[src/rtl/four_bit_counter_with_load.sv]
// Up/down/load counter driven by raw push-buttons.
// Each button is synchronized and debounced, then edge-detected into a single press.
module four_bit_counter_with_load_debounce #(
    parameter int SYNC_STAGES     = 2,
    parameter int DEBOUNCE_CYCLES = 4
) (
    input  logic i_clk,
    input  logic i_rst,
    input  logic i_btn,
    output logic o_press
);
    localparam int CW = $clog2(DEBOUNCE_CYCLES + 1);
    localparam logic [CW-1:0] LAST = CW'(DEBOUNCE_CYCLES - 1);

    logic [SYNC_STAGES-1:0] r_sync;
    logic [CW-1:0]          r_run;
    logic                   r_level;
    logic                   w_in;
    logic                   w_full;

    assign w_in   = r_sync[SYNC_STAGES-1];
    assign w_full = (r_run == LAST);

    // Press fires on the same edge the debounced level rises.
    assign o_press = !i_rst && w_in && !r_level && w_full;

    always_ff @(posedge i_clk) begin
        if (i_rst) begin
            r_sync  <= '0;
            r_run   <= '0;
            r_level <= 1'b0;
        end else begin
            r_sync[0] <= i_btn;
            for (int s = 1; s < SYNC_STAGES; s++) begin
                r_sync[s] <= r_sync[s-1];
            end
            if (w_in == r_level) begin
                r_run <= '0;
            end else if (w_full) begin
                r_level <= w_in;
                r_run   <= '0;
            end else begin
                r_run <= r_run + 1'b1;
            end
        end
    end
endmodule

module four_bit_counter_with_load #(
    parameter int DEBOUNCE_CYCLES = 4,
    parameter int SYNC_STAGES     = 2
) (
    input  logic       clock,
    input  logic       resetButton,
    input  logic       upButton,
    input  logic       downButton,
    input  logic       loadButton,
    input  logic [3:0] switches,
    output logic [3:0] counter,
    output logic       ack
);
    logic       w_up;
    logic       w_down;
    logic       w_load;
    logic [3:0] r_counter;
    logic       r_ack;

    four_bit_counter_with_load_debounce #(
        .SYNC_STAGES    (SYNC_STAGES),
        .DEBOUNCE_CYCLES(DEBOUNCE_CYCLES)
    ) u_up (
        .i_clk  (clock),
        .i_rst  (resetButton),
        .i_btn  (upButton),
        .o_press(w_up)
    );

    four_bit_counter_with_load_debounce #(
        .SYNC_STAGES    (SYNC_STAGES),
        .DEBOUNCE_CYCLES(DEBOUNCE_CYCLES)
    ) u_down (
        .i_clk  (clock),
        .i_rst  (resetButton),
        .i_btn  (downButton),
        .o_press(w_down)
    );

    four_bit_counter_with_load_debounce #(
        .SYNC_STAGES    (SYNC_STAGES),
        .DEBOUNCE_CYCLES(DEBOUNCE_CYCLES)
    ) u_load (
        .i_clk  (clock),
        .i_rst  (resetButton),
        .i_btn  (loadButton),
        .o_press(w_load)
    );

    // Load wins outright; up and down together cancel but still acknowledge.
    always_ff @(posedge clock) begin
        if (resetButton) begin
            r_counter <= 4'd0;
            r_ack     <= 1'b0;
        end else begin
            r_ack <= w_up | w_down | w_load;
            if (w_load) begin
                r_counter <= switches;
            end else if (w_up && !w_down) begin
                r_counter <= r_counter + 4'd1;
            end else if (w_down && !w_up) begin
                r_counter <= r_counter - 4'd1;
            end
        end
    end

    assign counter = r_counter;
    assign ack     = r_ack;
endmodule

[config.mk]
export PLATFORM = sky130hd
export DESIGN_NAME = four_bit_counter_with_load
export DESIGN_NICKNAME = d
export VERILOG_FILES = /design/src/rtl/four_bit_counter_with_load.sv
export SDC_FILE = /design/constraint.sdc
export NUM_CORES = 1
export LEC_CHECK = 0
export ABC_CLOCK_PERIOD_IN_PS = 2800
export BUFFER_PORTS_ARGS = -buffer_cell sky130_fd_sc_hd__buf_2
export CAP_MARGIN = 20
export CORE_MARGIN = 4
export CORE_UTILIZATION = 33
export CTS_CLUSTER_SIZE = 40
export DETAILED_ROUTE_END_ITERATION = 6
export PLACE_DENSITY = 0.56
export SLEW_MARGIN = 20
export SYNTH_ARGS = -nofsm -noshare
export SYNTH_HDL_FRONTEND = slang
export SYNTH_SLANG_ARGS = --single-unit
[constraint.sdc]
create_clock -name clock -period 2.8 [get_ports clock]
set_input_delay 0.28 -clock clock [delete_from_list [all_inputs] [get_ports clock]]
set_output_delay 0.28 -clock clock [all_outputs]
set_load 0.02 [all_outputs]
==> results by group <==
Worst setup path
  – Crit Path Category: flip-flop to flip-flop
  – Kind of cell adding the most delay to the critical path: adder cells
  – WP data arrival: 2750 ps
  – Worst setup SP type: flip-flop
  – Crit path cell chain: ha_1 -> ha_1 -> nand4bb_1 -> inv_1 -> ha_1 -> inv_1 -> ha_1 -> a21oi_1 -> a21oi_1 -> or3b_1 -> a311oi_1
  – CP endpoint kind: flip-flop
  – CP max stage cell: or3b_1
  – Buf/Inv on CP: 2
  – Worst path max stage delay: 380 ps
  – Crit path max fanout: 4
  – CP dominant cell by count: ha_1
  – Worst Path Required: 3020 ps
  – Reg-to-reg setup timing slack: 270 ps

STA
  – Max-slew violation count: 0
  – Clk_skew: 3.415 ps
  – Final Cycle Share: 0.9036
  – Slew @ Worst Pin: 358.1 ps
  – Final worst setup slack: 270.0 ps
  – RSZ-0062 raised after global routing: no
  – Final Hold Violating Endpoints: 0
  – Slew headroom: 0.7606
  – FMAX: 395.3 MHz
  – Setup violators final: 0
  – Final Critical Period: 2530 ps
  – Post-route setup TNS: 0 ps

Floorplanning
  – Chip Width: 62.17 um
  – IO Pins: 14
  – Die Y: 62.17 um
  – Cell Rows: 19
  – Core Region: 2781 um^2
  – Die area: 3865 um^2
  – Initial Util: 0.3482

Yosys
  – Area leader, netlist: dfxtp_1
  – Synth Instances: 96
  – Synth top cells by count: dfxtp_1 (23), nor2_1 (17), ha_1 (10)
  – Synth Register Bits: 23
  – Synth async-reset ratio: 0
  – Most frequent cell after synthesis: dfxtp_1
  – Mapped Nets: 116
  – Area contributors post-synth: dfxtp_1 (48%), ha_1 (13%), nor2_1 (6.6%)
  – Synth Warn #: 0
  – Sequential area share after synthesis: 0.4755
  – Number of synthesized flops with an enable pin: 0
  – Post-Syn Area: 968.4 um^2
  – Avg Synthesized Cell Area: 10.09 um^2
  – Post-synthesis cell type count: 20
  – Main synth FF type: dfxtp_1
  – Area share of the largest cell type after synthesis: 0.4755

Clocking
  – Clock root cell: clkbuf_4
  – Clock-pin slew on the worst setup and hold paths: 130 ps
  – H-tree levels: 1
  – Clock buffer depth: 2
  – Cts bufs inserted: 3
  – # Post-CTS Setup Buffers: 0
  – CTS resizes: 0
  – Total clock sinks: 23
  – CTS tree: built
  – Post-CTS Hold Buffers: 0
  – Worst skew pair latency: 300 ps

Final layout
  – Final std cells w/o fill: 141
  – Final Util: 0.3923
  – Layout cells sized above 1: 0.1545
  – Area of the multi-input gates: 466.7 um^2
  – Fill cells: 279
  – Area Growth Syn to Fin: 12.66%
  – Final #Nets: 131
  – Diodes inserted: 0
  – Register area: 460.4 um^2

Drt
  – DRC: 0
  – Initial DRC count: 8
  – Remaining antenna violation count: 0
  – Vias/cell: 4.511
  – Wire per inst: 10.13 um
  – Pre-antenna DRT Iters: 2
  – Post-Route WL: 1429 um
  – Routed vias: 636

Power
  – Static leakage: 0.4431 nW
  – Cell Pwr Density: 461.3 nW/um^2
  – Clk pwr share: 0.302
  – Maximum vdd drop: 298.1 uV
  – Sw power: 107.6 uW
  – Comb pwr share: 0.033
  – Switching share of power: 0.2139
  – Power Internal: 395.6 uW
  – Sequential Power Share: 0.666

GRT
  – Routing usage on met2: 0.1244
  – Vias in the first global route: 569
  – GRT met3 Usage: 0.02703
  – Gr ovfl total: 0
  – First-pass GRT wire length: 2490 um
  – Initial antenna violation count: 0
  – M1 GR Usage: 0.09989
  – Largest net degree at the start of global routing: 20
  – GR peak layer: met2
  – Total global-route track usage: 0.07868

Min path
  – Hold/Removal Path Class: input pin to flip-flop

Place
  – # placed instances: 137
  – PortBufs: 13
  – Routability congestion estimate from global placement: 0.6965
  – Hpwl dp: 1110 um
  – Setup WS pre-CTS: 305.0 ps

Job
  – MaxCap Viol Count: 0

Run status
  – Status: finished clean
==> final cells by class <==
cell class	instances	area share
Sequential cell	23	0.4220
Clock inverter	1	0.006881
Clock buffer	3	0.02064
Multi-Input combinational cell	62	0.4278
Inverter	8	0.02752
Tap cell	31	0.03555
Timing Repair Buffer	13	0.05963
==> cells in the final DEF, fill, tap and decap left out <==
cell         n
a21oi_1      4
and4_1       1
nand3b_1     1
a211oi_1     2
mux2i_1      5
nor2b_1      6
buf_2       13
clkinvlp_4   1
a311oi_1     1
nand4bb_1    2
fa_1         1
xnor2_1      5
clkbuf_4     3
dfxtp_1     23
or3b_1       1
nor2_1      17
nand2_1      1
nand3_1      1
ha_1        10
o21bai_1     1
or3_1        3
inv_1        8
==> power by group through the flow <==
| stage | Clock (mW) | Sequential (mW) | Combinational (mW) |
|---|---|---|---|
| after global placement | 0 | 0.342 | 0.0163 |
| after detailed placement | 0 | 0.343 | 0.0168 |
| after CTS | 0.165 | 0.335 | 0.0168 |
| final | 0.152 | 0.335 | 0.0164 |
| after global routing | 0.176 | 0.336 | 0.0190 |
| after floorplan | 0 | 0.342 | 0.0102 |
==> worst register-to-register path: cells and delay by family (launching register included) <==
family / cells / cell delay [ps]
adders and majority gates: 4 / 880
buffers and inverters: 2 / 170
and+or+nand+nor: 2 / 510
DFF: 1 / 330
AOI/OAI and AO/OA: 3 / 560
==> cells by family after synthesis <==
logic type | synth area share
adder cells (fa/ha/maj) | 0.1499
flip-flops | 0.4755
XOR/XNOR | 0.04522
AND/OR/NAND/NOR | 0.1822
buffers and inverters | 0.04264
AO/OA/AOI/OAI | 0.05297
multiplexers | 0.05168
==> path summary, 6_finish.rpt <==
check	cells past startpoint	start	end
worst max-delay path	11	u_up.r_run[0]	counter[3]
worst min-delay path	2	upButton	u_up.r_sync[0]
worst max register to register	11	u_up.r_run[0]	counter[3]
worst min register to register	1	u_down.r_run[0]	u_down.r_run[0]
==> metal layers <==
| layer | vias to the layer above | share of wire |
|---|---|---|
| met3 | 2 | 0.037 |
| met4 | 0 | 0.0084 |
| met2 | 7 | 0.45 |
| met5 | - | 0 |
| met1 | 284 | 0.51 |
| li1 | 343 | - |
==> stage by stage <==
stage | total power, mW | hold WS [ps] | cell area (um^2)
3_3_place_gp | 0.3586 | 406.0 | 1061
3_5_place_dp | 0.3593 | 414.1 | 1061
4_1_cts | 0.5168 | 163.3 | 1091
2_1_floorplan | 0.3521 | 399.0 | 968.4
6_report | 0.5033 | 177.8 | 1091
5_1_grt | 0.5315 | 163.9 | 1091
==> state kept, by name, summed over array words and instances (netlist names) <==
| name | flops |
|---|---|
| u_load.r_run | 3 |
| u_load.r_sync | 2 |
| u_up.r_level | 1 |
| u_up.r_run | 3 |
| u_up.r_sync | 2 |
| ack | 1 |
| counter | 4 |
| u_down.r_sync | 2 |
| u_down.r_level | 1 |
| u_down.r_run | 3 |
| u_load.r_level | 1 |
(Power assumes the default switching activity.)
